$ cat config.mk
export PLATFORM = sky130hd
export DESIGN_NAME = sad_window_accumulator
export DESIGN_NICKNAME = d
export VERILOG_FILES = /design/src/rtl/sad_window_accumulator.sv
export SDC_FILE = /design/constraint.sdc
export NUM_CORES = 1
export LEC_CHECK = 0
export BUFFER_PORTS_ARGS = -buffer_cell sky130_fd_sc_hd__buf_2
export CAP_MARGIN = 20
export CELL_PAD_IN_SITES_DETAIL_PLACEMENT = 1
export CELL_PAD_IN_SITES_GLOBAL_PLACEMENT = 2
export CORE_MARGIN = 2
export CORE_UTILIZATION = 39
export CTS_CLUSTER_DIAMETER = 50
export CTS_CLUSTER_SIZE = 24
export DETAILED_ROUTE_END_ITERATION = 6
export PLACE_DENSITY = 0.83
export SYNTH_ARGS = -nofsm -noshare
export SYNTH_HDL_FRONTEND = slang
export SYNTH_SLANG_ARGS = --single-unit
$ cat constraint.sdc
create_clock -name clock -period 5.3 [get_ports clock]
set_clock_uncertainty 0.1 [all_clocks]
set_input_delay 1.325 -clock clock [delete_from_list [all_inputs] [get_ports clock]]
set_output_delay 1.325 -clock clock [all_outputs]
set_load 0.01 [all_outputs]
$ cat src/rtl/sad_window_accumulator.sv
// -----------------------------------------------------------------------------
// sad_window_accumulator
//
// Pipelined sum-of-absolute-differences engine for stereo matching. Each
// accepted beat carries NUM_CH left/right pixel pairs. The block forms the
// per-lane absolute differences, sums the lanes and accumulates the sums over
// WINDOW beats. It then emits one SAD cost per window with a one-cycle strobe.
// If OUT_BITS is too narrow for the worst-case total, the result is clamped to
// all-ones and out_sat is raised.
//
// Pipeline (beat sampled at edge N):
//   edge N   : stage 1 registers the per-lane |a-b|
//   edge N+1 : stage 2 registers the lane sum
//   edge N+2 : stage 3 accumulates; the final beat of a window produces a result
//   edge N+3 : the output register presents out_sad/out_sat with out_valid=1
//
// Ports:
//   clock       single clock, rising edge
//   reset       synchronous, active-high; clears everything including outputs
//   clear       synchronous abort of the current window (outputs hold)
//   in_valid    beat qualifier; low cycles are bubbles
//   in1, in2    left / right pixels, lane k = in[k*NUM_BITS +: NUM_BITS]
//   out_valid   one-cycle strobe marking a new out_sad/out_sat
//   out_sad     windowed SAD, held between strobes
//   out_sat     the held result was clamped
//   beat_count  beats accepted at the input in the current window
//
// Handshake: there is no backpressure. A beat is accepted on every rising edge
// where in_valid=1 and clear=0, and out_valid is a pure strobe with no ready.
// -----------------------------------------------------------------------------
module sad_window_accumulator #(
   parameter int NUM_BITS = 8,
   parameter int NUM_CH   = 4,
   parameter int WINDOW   = 8,
   parameter int OUT_BITS = 13
) (
   input  logic                        clock,
   input  logic                        reset,
   input  logic                        clear,
   input  logic                        in_valid,
   input  logic [NUM_CH*NUM_BITS-1:0]  in1,
   input  logic [NUM_CH*NUM_BITS-1:0]  in2,
   output logic                        out_valid,
   output logic [OUT_BITS-1:0]         out_sad,
   output logic                        out_sat,
   output logic [$clog2(WINDOW+1)-1:0] beat_count
);

   localparam int CNT_W = $clog2(WINDOW + 1);
   // A lane sum can never overflow this width.
   localparam int SUM_W = NUM_BITS + $clog2(NUM_CH);
   // One spare bit above the wider operand so acc + sum is exact before the clamp.
   localparam int ACC_W = ((OUT_BITS > SUM_W) ? OUT_BITS : SUM_W) + 1;

   localparam logic [CNT_W-1:0] LAST_BEAT = CNT_W'(WINDOW - 1);
   localparam logic [ACC_W-1:0] ACC_MAX   = {{(ACC_W-OUT_BITS){1'b0}}, {OUT_BITS{1'b1}}};

   // ---------------------------------------------------------------------------
   // Stage 1: per-lane absolute difference
   // ---------------------------------------------------------------------------
   logic [NUM_BITS-1:0] diff_d [NUM_CH];
   logic [NUM_BITS-1:0] diff_q [NUM_CH];
   logic                v1_d, v1_q;

   always_comb begin
      for (int k = 0; k < NUM_CH; k++) begin
         if (in1[k*NUM_BITS +: NUM_BITS] > in2[k*NUM_BITS +: NUM_BITS]) begin
            diff_d[k] = in1[k*NUM_BITS +: NUM_BITS] - in2[k*NUM_BITS +: NUM_BITS];
         end else begin
            diff_d[k] = in2[k*NUM_BITS +: NUM_BITS] - in1[k*NUM_BITS +: NUM_BITS];
         end
      end
      // A beat presented together with clear is discarded.
      v1_d = in_valid & ~clear;
   end

   always_ff @(posedge clock) begin
      if (reset) begin
         diff_q <= '{default: '0};
         v1_q   <= 1'b0;
      end else begin
         diff_q <= diff_d;
         v1_q   <= v1_d;
      end
   end

   // ---------------------------------------------------------------------------
   // Stage 2: lane sum
   // ---------------------------------------------------------------------------
   logic [SUM_W-1:0] sum_d, sum_q;
   logic             v2_d, v2_q;

   always_comb begin
      sum_d = '0;
      for (int k = 0; k < NUM_CH; k++) begin
         sum_d = sum_d + SUM_W'(diff_q[k]);
      end
      v2_d = v1_q & ~clear;
   end

   always_ff @(posedge clock) begin
      if (reset) begin
         sum_q <= '0;
         v2_q  <= 1'b0;
      end else begin
         sum_q <= sum_d;
         v2_q  <= v2_d;
      end
   end

   // ---------------------------------------------------------------------------
   // Stage 3: windowed accumulation with saturation
   // ---------------------------------------------------------------------------
   logic [OUT_BITS-1:0] acc_d, acc_q;
   logic                sat_d, sat_q;
   logic [CNT_W-1:0]    win_cnt_d, win_cnt_q;
   logic                fin_valid_d, fin_valid_q;
   logic [OUT_BITS-1:0] fin_sad_d, fin_sad_q;
   logic                fin_sat_d, fin_sat_q;
   logic [ACC_W-1:0]    acc_sum;
   logic                acc_ovf;
   logic [OUT_BITS-1:0] acc_clamped;

   always_comb begin
      acc_d       = acc_q;
      sat_d       = sat_q;
      win_cnt_d   = win_cnt_q;
      fin_valid_d = 1'b0;
      fin_sad_d   = fin_sad_q;
      fin_sat_d   = fin_sat_q;

      acc_sum     = ACC_W'(acc_q) + ACC_W'(sum_q);
      acc_ovf     = (acc_sum > ACC_MAX);
      acc_clamped = acc_ovf ? {OUT_BITS{1'b1}} : acc_sum[OUT_BITS-1:0];

      if (clear) begin
         // Clear wins over a completing beat: the window is dropped silently.
         acc_d     = '0;
         sat_d     = 1'b0;
         win_cnt_d = '0;
      end else if (v2_q) begin
         if (win_cnt_q == LAST_BEAT) begin
            fin_valid_d = 1'b1;
            fin_sad_d   = acc_clamped;
            fin_sat_d   = sat_q | acc_ovf;
            acc_d       = '0;
            sat_d       = 1'b0;
            win_cnt_d   = '0;
         end else begin
            acc_d     = acc_clamped;
            sat_d     = sat_q | acc_ovf;
            win_cnt_d = win_cnt_q + CNT_W'(1);
         end
      end
   end

   always_ff @(posedge clock) begin
      if (reset) begin
         acc_q       <= '0;
         sat_q       <= 1'b0;
         win_cnt_q   <= '0;
         fin_valid_q <= 1'b0;
         fin_sad_q   <= '0;
         fin_sat_q   <= 1'b0;
      end else begin
         acc_q       <= acc_d;
         sat_q       <= sat_d;
         win_cnt_q   <= win_cnt_d;
         fin_valid_q <= fin_valid_d;
         fin_sad_q   <= fin_sad_d;
         fin_sat_q   <= fin_sat_d;
      end
   end

   // ---------------------------------------------------------------------------
   // Output register: strobe plus held result
   // ---------------------------------------------------------------------------
   logic                out_valid_d, out_valid_q;
   logic [OUT_BITS-1:0] out_sad_d, out_sad_q;
   logic                out_sat_d, out_sat_q;

   always_comb begin
      out_valid_d = fin_valid_q & ~clear;
      out_sad_d   = out_sad_q;
      out_sat_d   = out_sat_q;
      // A result still waiting here when clear arrives is in flight, so it is
      // discarded and the previously presented result stays on the outputs.
      if (fin_valid_q && !clear) begin
         out_sad_d = fin_sad_q;
         out_sat_d = fin_sat_q;
      end
   end

   always_ff @(posedge clock) begin
      if (reset) begin
         out_valid_q <= 1'b0;
         out_sad_q   <= '0;
         out_sat_q   <= 1'b0;
      end else begin
         out_valid_q <= out_valid_d;
         out_sad_q   <= out_sad_d;
         out_sat_q   <= out_sat_d;
      end
   end

   // ---------------------------------------------------------------------------
   // Input-side beat counter. It runs ahead of the stage-3 window counter by the
   // pipeline depth, and wraps on the beat that completes a window.
   // ---------------------------------------------------------------------------
   logic [CNT_W-1:0] beat_d, beat_q;

   always_comb begin
      beat_d = beat_q;
      if (clear) begin
         beat_d = '0;
      end else if (in_valid) begin
         beat_d = (beat_q == LAST_BEAT) ? '0 : beat_q + CNT_W'(1);
      end
   end

   always_ff @(posedge clock) begin
      if (reset) begin
         beat_q <= '0;
      end else begin
         beat_q <= beat_d;
      end
   end

   assign out_valid  = out_valid_q;
   assign out_sad    = out_sad_q;
   assign out_sat    = out_sat_q;
   assign beat_count = beat_q;

endmodule
* Word level (Yosys, flattened, before mapping)
Cells that the tools add are included.
Storage, ports and cells: input bits 68, register bits after elaboration 96, output and inout port bits 19
Operators by class: muxes and demuxes 10, equality and inequality tests 2, bitwise operators 6, add/subtract/negate cells 14, reduce and logical (&&, ||, !) cells 5, $lt $le $gt $ge 5
Operators with widths (count):
- $sub 8x8->8 | 8
- $gt 8x8->1 | 4
- $mux 8 | 4
- $mux 13 | 2
- $add 13x10->14 | 1
- $gt 14x13->1 const B | 1
- $add 10x8->10 | 1
- $add 9x8->10 | 1
- $add 8x8->9 | 1
- $add 4x1->4 const B | 2
- $eq 4x3->1 const B | 2
- $mux 4 | 2
- $and 1x1->1 | 3
- $reduce_and 3->1 | 1
- $reduce_or 3->1 | 1
- $mux 1 | 2
- $not 1->1 | 2
- $reduce_or 2->1 | 1
- $logic_and 1x1->1 | 1
- $logic_not 1->1 | 1
- $or 1x1->1 | 1

* Longest topological paths before layout
Gate-level depths: netlist (run 1).
word-level depth 4, depth in mapped cells 11, gate-level depth less buffers 11

* Worst setup path after synthesis (run 1)
Ideal clock, no wire load.
kind input -> register, start input in1[16], end register diff_q[13] (netlist name), cell stages on the path 10, data required time 5.077 ns, setup slack 1.727 ns, data arrival time 3.350 ns, cell sequence inv_1 ha_1 fa_1 nor2b_1 o31a_2 o2111ai_4 nand2_4 mux2_4 a31oi_1 mux2_1
Between the ends: word-level cells in the longest chain between the ends 2, elaborated cells on any way between the ends 4
RTL lines:
- start: declaration | RTL line 41 | input logic [NUM_CH*NUM_BITS-1:0] in1,
- $sub 8x8->8, or another cell as far along | RTL line 70 | diff_d[k] = in2[k*NUM_BITS +: NUM_BITS] - in1[k*NUM_BITS +: NUM_BITS];
- $mux 8 * | RTL line 67 | if (in1[k*NUM_BITS +: NUM_BITS] > in2[k*NUM_BITS +: NUM_BITS]) begin
- end signal: assignment | RTL line 82 | diff_q <= diff_d;
- end: declaration | RTL line 62 | logic [NUM_BITS-1:0] diff_q [NUM_CH];
Every way passes the cells marked *; elsewhere a longest branch is shown, timed or not. A chain may end at the register's enable or synchronous reset.

* Final worst setup path (run 1)
start input in1[8], end register diff_q[22] (netlist name)
The elaborated chain is that of the path after synthesis.

==> results.txt, run 1 <==
----------------------------------------------------
[Run status]
  Status ... complete, no violations

[Detailed routing]
  DRC errors left ... 0
  Number of DRC markers in iteration 0 ... 166
  Overall via count from detail_route ... between 5k and 6k
  Post-route ant nets ... 0
  Average routed wire per standard cell ... between 10 and 15 µm
  Wirelength, routed ... approximately 17 mm
  Via density per instance ... between 5 and 6
  Number of search-and-repair iterations in the first detailed-routing pass ... 4

[Global routing]
  Overall track demand over capacity in global routing ... between 10% and 20%
  Wire length of the first global-routing pass ... roughly 30 mm
  Number of global-route vias before repair ... ~6.2k
  Number of antenna violations at the first check in global routing ... 0
  Total gr overflow ... 0
  Largest net degree at the start of global routing ... 46

[Synthesis]
  Post-Synthesis Net Count ... approximately 1.0k
  Predominant post-synthesis flop cell ... dfxtp_1
  Post-synth cell types ... 66
  Biggest area contributors in the synthesized netlist ... dfxtp_1 (27%), ha_1 (14%), fa_1 (7.0%), nor2_1 (5.7%), inv_1 (4.5%)
  Flop and latch count out of synthesis ... 96
  Synthesized area per cell ... around 8.5 µm²
  Sequential-to-total area share from yosys stat ... between 20% and 30%
  Warnings, synthesis ... 0
  EDFF count, synth ... 0
  Area leader, netlist ... dfxtp_1
  Cell area after technology mapping ... 7197 µm²
  Cells after synthesis ... 846
  Fraction of synthesized cell area taken by the top area cell type ... between 20% and 30%
  FFs w/ async S/R, synth ... 0%

[CTS]
  Root buffer cell ... clkbuf_16
  CTS max path bufs ... 2
  Htree depth ... 3
  Cts bufs inserted ... 9
  Number of buffers inserted by post-CTS setup repair ... 0
  Clock latency at the later pin of the worst-skew pair ... ~350 ps
  CTS Hold Buffers Added ... 0
  CTS tree ... done
  CTS clock-pin slew for the worst setup and hold paths ... approximately 70 ps
  Post-cts resize count ... 0
  Count of clock tree sinks ... 96

[Critical path]
  Critical path start-end classification ... primary input to flop
  Worst path top cell family by delay ... compound AO/OA/AOI/OAI gates
  Number of buffer and inverter instances along the worst setup path ... 2
  Series of cell instances along the critical path ... buf_2, inv_1, ha_1, fa_1, nor2b_1, o21a_1, o21ai_1, a211o_1, and2_1, a221oi_1, mux2_1
  Endpoint type of the worst setup path ... flop
  Max stage delay on crit path ... approximately 420 ps
  Top fanout value on the critical path ... 3
  Required time reported for the critical path endpoint ... between 5000 and 6000 ps
  Cell with the largest stage delay on the worst path ... a221oi_1
  Crit path arrival time ... ~3700 ps
  Element type at the critical path start ... primary input

[Placement]
  Placer congestion estimate ... ~0.8
  Buffers added on ports ... 86
  HPWL after DPL ... 13.80 mm

[STA]
  Pins Over Slew Limit ... 0
  Fraction of the cycle the final worst path needs ... roughly two thirds
  Tightest slew margin relative to the limit ... between 30% and 40%
  Worst Max-Slew Pin Slew ... 958.7 ps
  Final critical delay including setup and external delays ... 3543 ps
  Total setup violations reported at the end of the flow ... 0
  Setup tns final ... 0 ps
  Tightest hold margin ... roughly 340 ps
  Final hold viol count ... 0
  Achievable clock frequency ... between 0.2 and 0.3 GHz
  Unrepaired setup endpoints after global routing ... no

[Worst hold path]
  Worst hold path class ... flop to flop

[Pwr]
  Leak pwr ... about 0.0037 µW
  Power density relative to cell area ... between 200 and 300 nW/µm²
  Maximum VDD drop ... between 0.15 and 0.2 mV
  PnR Total Power ... 2379 µW

[Finish]
  Area taken by flip-flops and latches ... ~1900 µm²
  Number of nets in the finished design ... roughly 1.1k
  Layout overhead on the synthesized area ... 13.04%
  Area taken by multi-input logic gates ... about 4900 µm²
  Share of cells above drive strength 1 ... roughly 16%
  Layout fillers ... 2218
  Antenna fix cells ... 0

[Job]
  Max Cap Viol ... 0

[Die]
  Starting utilization of the core area ... about two fifths
  Area of the core ... ~18000 µm²
  Die Y ... between 100 and 150 µm
  Total I/O pin count ... between 80 and 90
  Die Area ... 19560 µm²
  Chip Width ... between 100 and 150 µm
  Rows ... 49

----------------------------------------------------
registers in the layout, indices dropped and copies added, names as in the netlist, 4 cells and up:
name / count
acc_q: 13
beat_count: 4
diff_q: 32
sum_q: 10
fin_sad_q: 13
out_sad: 13
win_cnt_q: 4
power breakdown:
part           internal (µW)  switching [µW]
Combinational            406             493
Sequential               793            40.8
Clock                    343             304
cells in the mapped netlist (4+ instances only):
cell,instances
nor2_1,109
dfxtp_1,96
inv_1,86
ha_1,81
nand2_1,56
a21oi_1,47
o21ai_0,27
fa_1,25
xnor2_1,24
nor2b_1,20
nand3_1,18
o21a_1,16
a21o_1,15
and2_1,15
mux2i_1,15
a221oi_1,12
clkbuf_1,12
nor3_1,12
a211oi_1,10
mux2_2,10
o21bai_1,9
and3_1,7
mux2_1,7
nand2b_1,7
nor3b_1,7
nand4_1,6
a2111oi_0,5
buf_1,5
or3b_2,5
a31oi_1,4
buf_2,4
o21ai_1,4
or2_2,4
xor2_1,4
path summary, 6_finish.rpt:
path             start         end  slack (ps)  cells after the start
max             in1[8]  diff_q[22]        1760                     11
min reg2reg       v1_q        v2_q         340                      1
min               v1_q        v2_q         340                      1
max reg2reg  diff_q[1]    sum_q[9]        2060                     11
per-layer routing:
layer  vias up  part of all wire (%)  track usage [%]  routed length, µm
li1       3071                     -                -                  -
met1      2845                    49            23.97               8421
met2        66                    48            31.50               8215
met3        10                   2.2            2.512                372
met4         0                  0.89            3.842                153
met5         -                     0                0                  0
through the flow:
stage / area, µm² / setup WS (ps) / utilization [%] / instances
2_1_floorplan: 7197 / 1727 / - / 846
3_3_place_gp: 7840 / 1374 / 43.50 / 1141
3_5_place_dp: 7840 / 1342 / 43.50 / 1141
4_1_cts: 8135 / 1706 / 45.13 / 1157
5_1_grt: 8135 / 1543 / 45.13 / 1157
6_report: 8135 / 1757 / 45.13 / 1157
cell type report:
type / instances / area share (%)
tap: 229 / 3.522
clock buffer: 10 / 2.938
inverter: 86 / 3.968
clock inverter: 6 / 0.6921
sequential: 96 / 23.62
timing repair buffer: 88 / 5.475
multi-input combinational: 642 / 59.78
worst register-to-register path: cells and delay by family, from the launching register on:
family,cells,cell delay (ps)
AO/OA/AOI/OAI,6,980
adder cells (fa/ha/maj),4,1650
flip-flops,1,330
AND/OR/NAND/NOR,1,50
logic make-up after synthesis:
family	Yosys count	synth area share, %
adder cells (fa/ha/maj)	106	21.04
buffers and inverters	108	5.755
XOR/XNOR	28	3.407
multiplexers	34	5.163
flip-flops	96	26.70
AND/OR/NAND/NOR	286	19.54
AO/OA/AOI/OAI	188	18.39
cells in the final DEF, fill, tap and decap left out, drive strengths merged, types with 9 or more instances in the layout:
cell / synthesis / final
nor2b: 20 / 20
mux2: 19 / 19
ha: 81 / 81
o21ai: 32 / 32
a21o: 15 / 15
mux2i: 15 / 15
o21a: 16 / 16
clkbuf: 12 / 10
nand3: 21 / 21
dfxtp: 96 / 96
inv: 86 / 91
and2: 15 / 15
a221oi: 12 / 12
nand2: 61 / 61
fa: 25 / 25
o21bai: 9 / 9
nor3: 12 / 12
xnor2: 24 / 24
buf: 10 / 88
a211oi: 10 / 10
nor2: 109 / 109
a21oi: 50 / 50
Power figures use the tool's default switching activity.
==> run 2, diff against run 1 <==
--- a/config.mk
+++ b/config.mk
@@ -10,11 +10,11 @@
 export CELL_PAD_IN_SITES_DETAIL_PLACEMENT = 1
 export CELL_PAD_IN_SITES_GLOBAL_PLACEMENT = 2
 export CORE_MARGIN = 2
-export CORE_UTILIZATION = 39
+export CORE_UTILIZATION = 32
 export CTS_CLUSTER_DIAMETER = 50
 export CTS_CLUSTER_SIZE = 24
 export DETAILED_ROUTE_END_ITERATION = 6
-export PLACE_DENSITY = 0.83
+export PLACE_DENSITY = 0.72
 export SYNTH_ARGS = -nofsm -noshare
 export SYNTH_HDL_FRONTEND = slang
 export SYNTH_SLANG_ARGS = --single-unit
==> constraint.sdc (replaced) <==
create_clock -name clock -period 3.22 [get_ports clock]
set_clock_uncertainty 0.1 [all_clocks]
set_input_delay 0.805 -clock clock [delete_from_list [all_inputs] [get_ports clock]]
set_output_delay 0.805 -clock clock [all_outputs]
set_load 0.01 [all_outputs]
==> run 2 against run 1 <==
  * Via count rose by 2.9%
  * Clock power rose by 67%
  * Non-clock buffer count rose by 55
  * Critical endpoint is now sum_q[9]
  * Highest routed layer unchanged
  * Hold slack improved by 5.2 ps
==> results.txt, run 2 (synthesized netlist as in run 1, its figures left out) <==
----------------------------------------------------
[Run status]
  Status ... complete, no violations

[Detailed routing]
  DRC errors left ... 0 (unchanged)
  Via density per instance ... 4.880 (-5.8%)
  Average routed wire per standard cell ... 14.17 µm (-4.5%)
  Number of search-and-repair iterations in the first detailed-routing pass ... 4 (unchanged)
  Number of DRC markers in iteration 0 ... 151 (-9.0%)
  Wirelength, routed ... 17.90 mm (+4.3%)
  Overall via count from detail_route ... 6163 (+2.9%)
  Post-route ant nets ... 0 (unchanged)

[CTS]
  Cts bufs inserted ... 9 (unchanged)
  Count of clock tree sinks ... 96 (unchanged)
  Htree depth ... 3 (unchanged)
  CTS tree ... done
  CTS clock-pin slew for the worst setup and hold paths ... 70 ps (about the same)
  Number of buffers inserted by post-CTS setup repair ... 0 (unchanged)
  Clock latency at the later pin of the worst-skew pair ... 360 ps (about the same)
  Root buffer cell ... clkbuf_16
  CTS max path bufs ... 2 (unchanged)

[STA]
  Fraction of the cycle the final worst path needs ... 94.23%
  Achievable clock frequency ... 0.3296 GHz
  Worst Max-Slew Pin Slew ... 742.5 ps (-216.2 ps)
  Final critical delay including setup and external delays ... 3034 ps
  Unrepaired setup endpoints after global routing ... no
  Total setup violations reported at the end of the flow ... 0 (unchanged)
  Final hold viol count ... 0 (unchanged)
  Tightest slew margin relative to the limit ... 50.50% (+15 points)
  Pins Over Slew Limit ... 0 (unchanged)
  Tightest hold margin ... 340.7 ps (+5.211 ps)
  Setup tns final ... 0 ps (unchanged)

[Die]
  Area of the core ... 21960 µm² (+22%)
  Total I/O pin count ... 87 (unchanged)
  Chip Width ... 154.0 µm (+10%)
  Die Y ... 154.0 µm (+10%)
  Rows ... 54 (+10%)
  Starting utilization of the core area ... 32.77% (-7.2 points)
  Die Area ... 23710 µm² (+21%)

[Finish]
  Final non-filler cell total ... 1263 (+9.2%)
  Layout Cell Area excl Fill ... 8622 µm² (+6.0%)
  Largest register FFs ... 32 (unchanged)
  Number of nets in the finished design ... 1152 (+5.0%)
  Layout fillers ... 2642 (+19%)
  Area taken by multi-input logic gates ... 4871 µm² (+0.15%)
  Area taken by flip-flops and latches ... 1923 µm² (about the same)
  Top reg by flops ... diff_q
  Most used cells in the layout excluding fill and tap cells ... nor2_1 (109), dfxtp_1 (95), inv_1 (86), buf_2 (86), ha_1 (81)
  Core Util, Final ... 39.27% (-5.9 points)
  Layout overhead on the synthesized area ... 19.80%
  Most common library cell in the layout ignoring fill and taps ... nor2_1
  Antenna fix cells ... 0 (unchanged)
  Share of cells above drive strength 1 ... 20.85% (+5.0 points)

[Critical path]
  Endpoint type of the worst setup path ... flop
  Launch instance of the worst register-to-register path ... diff_q[1]
  Crit path arrival time ... 3180 ps (-500 ps)
  Path depth of the worst reg2reg path ... 11 (unchanged)
  Top fanout value on the critical path ... 2 (-1)
  Worst Setup SP ... diff_q[1]
  RR Endpoint ... sum_q[9]
  Element type at the critical path start ... flop
  Reg-to-reg setup timing slack ... 190 ps (-1870 ps)
  Critical path start-end classification ... flop to flop
  Worst setup endpoint ... sum_q[9]
  Required time reported for the critical path endpoint ... 3360 ps (-2080 ps)

[Placement]
  Buffers added on ports ... 86 (unchanged)
  HPWL after DPL ... 14.71 mm (+6.6%)
  Total placed instance area ... 8314 µm² (+6.0%)
  Placed Cells incl. Taps ... 1247 (+9.3%)
  Placer congestion estimate ... 0.7969 (-2.4%)

[Pwr]
  Maximum VDD drop ... 0.2779 mV (+61%)
  Power density relative to cell area ... 471.2 nW/µm² (+61%)
  Leak pwr ... 0.003987 µW (+7.2%)

[Global routing]
  Total gr overflow ... 0 (unchanged)
  Number of antenna violations at the first check in global routing ... 0 (unchanged)
  Wire length of the first global-routing pass ... 30.94 mm (+4.4%)
  Number of global-route vias before repair ... 6462 (+5.0%)
  Overall track demand over capacity in global routing ... 15.70% (-2.4 points)
  Largest net degree at the start of global routing ... 40 (-13%)

[Job]
  Max Cap Viol ... 0 (unchanged)

[Worst hold path]
  Worst hold path class ... flop to flop

----------------------------------------------------
-- run 2: critical path: stages (launching register included) --
cell and delay (ps):
dfxtp_1 320, fa_1 560, fa_1 430, ha_1 250
fa_2 360, a21o_1 200, a21oi_2 170, o21bai_1 110
a21oi_2 170, o21bai_1 80, a21oi_1 140, nor2_1 50
-- run 2: worst min-delay path by stage --
stage | cells past startpoint | to | slack [ps] | from
finish | 1 | v2_q | 340 | v1_q
detailed placement | 1 | v2_q | 330 | v1_q
floorplan | 1 | v2_q | 310 | v1_q
CTS | 1 | v2_q | 340 | v1_q
global placement | 1 | v2_q | 310 | v1_q
global route | 1 | v2_q | 380 | v1_q
-- run 2: repair_timing --
item | in CTS | in global routing
hold buffers | 0 | 0
resized for setup | 0 | 4
setup endpoints to repair | 0 | 2
-- run 2: per-layer routing --
metal	GRT usage (%)	share of wire, %	vias up
met5	0	0	-
met4	2.893	0.76	0
met3	2.621	2.1	11
met2	27.01	47	58
met1	20.87	50	2921
li1	-	-	3173
-- run 2: report_power, final --
group          leakage [µW]  total, µW  switching, µW  internal, µW
combinational       0.00305       1610            847           765
sequential         0.000785       1370           67.6          1300
clock              0.000148       1080            512           566
-- run 2: per-stage QoR --
| stage | power, µW | setup WS (ps) |
|---|---|---|
| 2_1_floorplan | 2509 | 166.9 |
| 3_3_place_gp | 2965 | -67.16 |
| 3_5_place_dp | 2993 | -162.8 |
| 4_1_cts | 4104 | 19.11 |
| 5_1_grt | 4409 | 2.580 |
| 6_report | 4062 | 185.6 |
-- run 2: layout make-up --
class,count,area share (%)
tap,280,4.063
inverter,86,3.744
timing repair buffer,143,9.955
clock inverter,6,0.6675
multi-input combinational,642,56.49
sequential,96,22.30
clock buffer,10,2.772
==> run 3, diff against run 2 <==
--- a/config.mk
+++ b/config.mk
@@ -15,6 +15,7 @@
 export CTS_CLUSTER_SIZE = 24
 export DETAILED_ROUTE_END_ITERATION = 6
 export PLACE_DENSITY = 0.72
+export SETUP_SLACK_MARGIN = 0.3
 export SYNTH_ARGS = -nofsm -noshare
 export SYNTH_HDL_FRONTEND = slang
 export SYNTH_SLANG_ARGS = --single-unit
==> run 3 against run 2 <==
  * Sequential share of layout area decreased by 0.14 points
  * Via count decreased by 1.3%
  * Global-route usage decreased by 0.13 points
  * Register-to-register slack improved by 30 ps
  * Clock-buffer cell count decreased by 1
  * Die area unchanged
  * Final cell count decreased by 0.71%
  * Hold slack got worse by 9.1 ps
  * Clock power about the same
  * Wire length decreased by 0.44%
  * Largest cell class unchanged
  * Largest power group unchanged
==> results.txt, run 3 (synthesized netlist as in run 1, its figures left out) <==
----------------------------------------------------
[Run status]
  Status ... complete, no violations

[CTS]
  Root buffer cell ... clkbuf_16
  Htree depth ... 3 (unchanged)
  Clock latency at the later pin of the worst-skew pair ... 350 ps (about the same)
  CTS clock-pin slew for the worst setup and hold paths ... 70 ps (about the same)
  CTS tree ... done
  Count of clock tree sinks ... 96 (unchanged)
  Cts bufs inserted ... 9 (unchanged)
  CTS max path bufs ... 2 (unchanged)

[Placement]
  HPWL after DPL ... 14.62 mm (-0.63%)
  Buffers added on ports ... 86 (unchanged)
  Placer congestion estimate ... 0.8163 (+2.4%)

[Detailed routing]
  Overall via count from detail_route ... 6081 (-1.3%)
  Post-route ant nets ... 0 (unchanged)
  Wirelength, routed ... 17.82 mm (-0.44%)
  Average routed wire per standard cell ... 14.21 µm (+0.27%)
  Number of DRC markers in iteration 0 ... 177 (+17%)
  Number of search-and-repair iterations in the first detailed-routing pass ... 4 (unchanged)
  DRC errors left ... 0 (unchanged)
  Via density per instance ... 4.849 (-0.62%)

[Critical path]
  Endpoint type of the worst setup path ... flop
  Launch instance of the worst register-to-register path ... diff_q[17]
  Top fanout value on the critical path ... 2 (unchanged)
  RR Endpoint ... sum_q[7]
  Reg-to-reg setup timing slack ... 210 ps (+30 ps)
  Element type at the critical path start ... flop
  Crit path arrival time ... 3150 ps (-30 ps)
  Required time reported for the critical path endpoint ... 3360 ps (about the same)
  Path depth of the worst reg2reg path ... 11 (unchanged)
  Critical path start-end classification ... flop to flop

[Die]
  Rows ... 54 (unchanged)
  Total I/O pin count ... 87 (unchanged)
  Die Area ... 23710 µm² (unchanged)
  Area of the core ... 21960 µm² (unchanged)
  Die Y ... 154.0 µm (unchanged)
  Starting utilization of the core area ... 32.77% (unchanged)
  Chip Width ... 154.0 µm (unchanged)

[STA]
  Fraction of the cycle the final worst path needs ... 93.43% (-0.80 points)
  Pins Over Slew Limit ... 0 (unchanged)
  Setup tns final ... 0 ps (unchanged)
  Final hold viol count ... 0 (unchanged)
  Final critical delay including setup and external delays ... 3009 ps (-25.77 ps)
  Achievable clock frequency ... 0.3324 GHz (+0.86%)
  Tightest slew margin relative to the limit ... 43.25% (-7.2 points)
  Total setup violations reported at the end of the flow ... 0 (unchanged)
  Unrepaired setup endpoints after global routing ... yes
  Worst Max-Slew Pin Slew ... 851.2 ps (+108.7 ps)

[Pwr]
  PnR Total Power ... 4161 µW (+2.4%)
  Clock network power share ... 25.1% (-1.4 points)
  Power dissipated by switching net loads ... 1452 µW (+1.8%)
  Internal cell power ... 2708 µW (+2.8%)
  Combinational Power Share ... 41.9% (+2.2 points)
  Leak pwr ... 0.003951 µW (-0.90%)
  Power density relative to cell area ... 478.3 nW/µm² (+1.5%)
  Sw Share ... 34.91% (-0.22 points)
  Relative contribution of sequential cells to total power ... 33.0% (-0.8 points)
  Maximum VDD drop ... 0.2678 mV (-3.6%)

[Worst hold path]
  Worst Hold Path Cells ... 1 (unchanged)
  Hold Path End ... v2_q
  Start point of the worst min-delay path ... v1_q
  Worst hold path class ... flop to flop

[Global routing]
  Overall track demand over capacity in global routing ... 15.57% (-0.13 points)
  Largest net degree at the start of global routing ... 48 (+20%)
  Number of global-route vias before repair ... 6330 (-2.0%)
  Total gr overflow ... 0 (unchanged)
  Wire length of the first global-routing pass ... 30.56 mm (-1.2%)
  Number of antenna violations at the first check in global routing ... 0 (unchanged)

[Finish]
  Most common library cell in the layout ignoring fill and taps ... nor2_1
  Layout overhead on the synthesized area ... 20.86%
  Most used cells in the layout excluding fill and tap cells ... nor2_1 (109), dfxtp_1 (93), buf_2 (86)
  Number of nets in the finished design ... 1143 (-0.78%)
  Largest register FFs ... 32 (unchanged)
  Top reg by flops ... diff_q
  Share of cells above drive strength 1 ... 23.00% (+2.1 points)
  Antenna fix cells ... 0 (unchanged)
  Core Util, Final ... 39.61% (+0.35 points)

[Job]
  Max Cap Viol ... 0 (unchanged)

----------------------------------------------------
run 3: cell count changes in the layout (fill, tap and decap cells not counted), sizes merged:
| cell | change |
|---|---|
| clkinv | +1 |
| clkinvlp | +2 |
| clkbuf | -1 |
| buf | -9 |
| inv | -2 |
run 3: critical path, cell delays in order (launching register included):
cell      delay [ps]
dfxtp_4          360
fa_1             560
fa_1             430
ha_2             200
fa_2             350
a21o_1           200
a21oi_2          150
o21bai_1         100
a21oi_2          170
buf_4            140
xnor2_1          100
nor2_1            50
run 3: what timing repair did:
action	in CTS	in global routing
buffers inserted	4	4
setup endpoints to repair	3	10
hold buffers	0	0
pin swaps	6	9
resized for setup	6	11
run 3: worst max path at each step:
stage            endpoint  depth (start not counted)  slack (ps)  startpoint
2_1_floorplan  diff_q[13]                         10         280     in1[16]
3_3_place_gp   diff_q[13]                         11          60     in1[16]
3_5_place_dp   diff_q[13]                         11          -2     in1[16]
4_1_cts          sum_q[9]                         11         220  diff_q[17]
5_1_grt          sum_q[9]                         11          70  diff_q[17]
6_report         sum_q[7]                         11         210  diff_q[17]
run 3: power groups by stage:
stage | clock network (µW) | logic (µW) | registers, µW
6_report | 1050 | 1740 | 1370
5_1_grt | 1130 | 1980 | 1390
4_1_cts | 1080 | 1670 | 1380
3_5_place_dp | 0 | 1590 | 1400
3_3_place_gp | 0 | 1570 | 1410
2_1_floorplan | 0 | 1170 | 1370
run 3: layer usage:
layer / track usage, % / share of wire (%)
met4: 3.338 / 0.94
met1: 20.66 / 49
met3: 2.029 / 2.0
met5: 0 / 0
met2: 27.06 / 48
run 3: cell type report:
cell class / instances / area [µm²]
tap: 280 / 350.3
timing repair buffer: 134 / 814.5
clock buffer: 9 / 225.2
fill: 2654 / 13260
sequential: 96 / 1928
multi-input combinational: 642 / 4991
clock inverter: 7 / 63.81
inverter: 86 / 325.3
run 3: stage by stage:
stage	setup slack (ps)	cell area [µm²]	hold WS [ps]	std cells
after floorplan	283.7	7291	305.7	846
after CTS	219.1	8626	335.7	1250
final	211.4	8698	331.7	1254
after global placement	58.01	8293	307.3	1230
after global routing	65.35	8698	367.0	1254
after detailed placement	-2.103	8293	317.1	1230
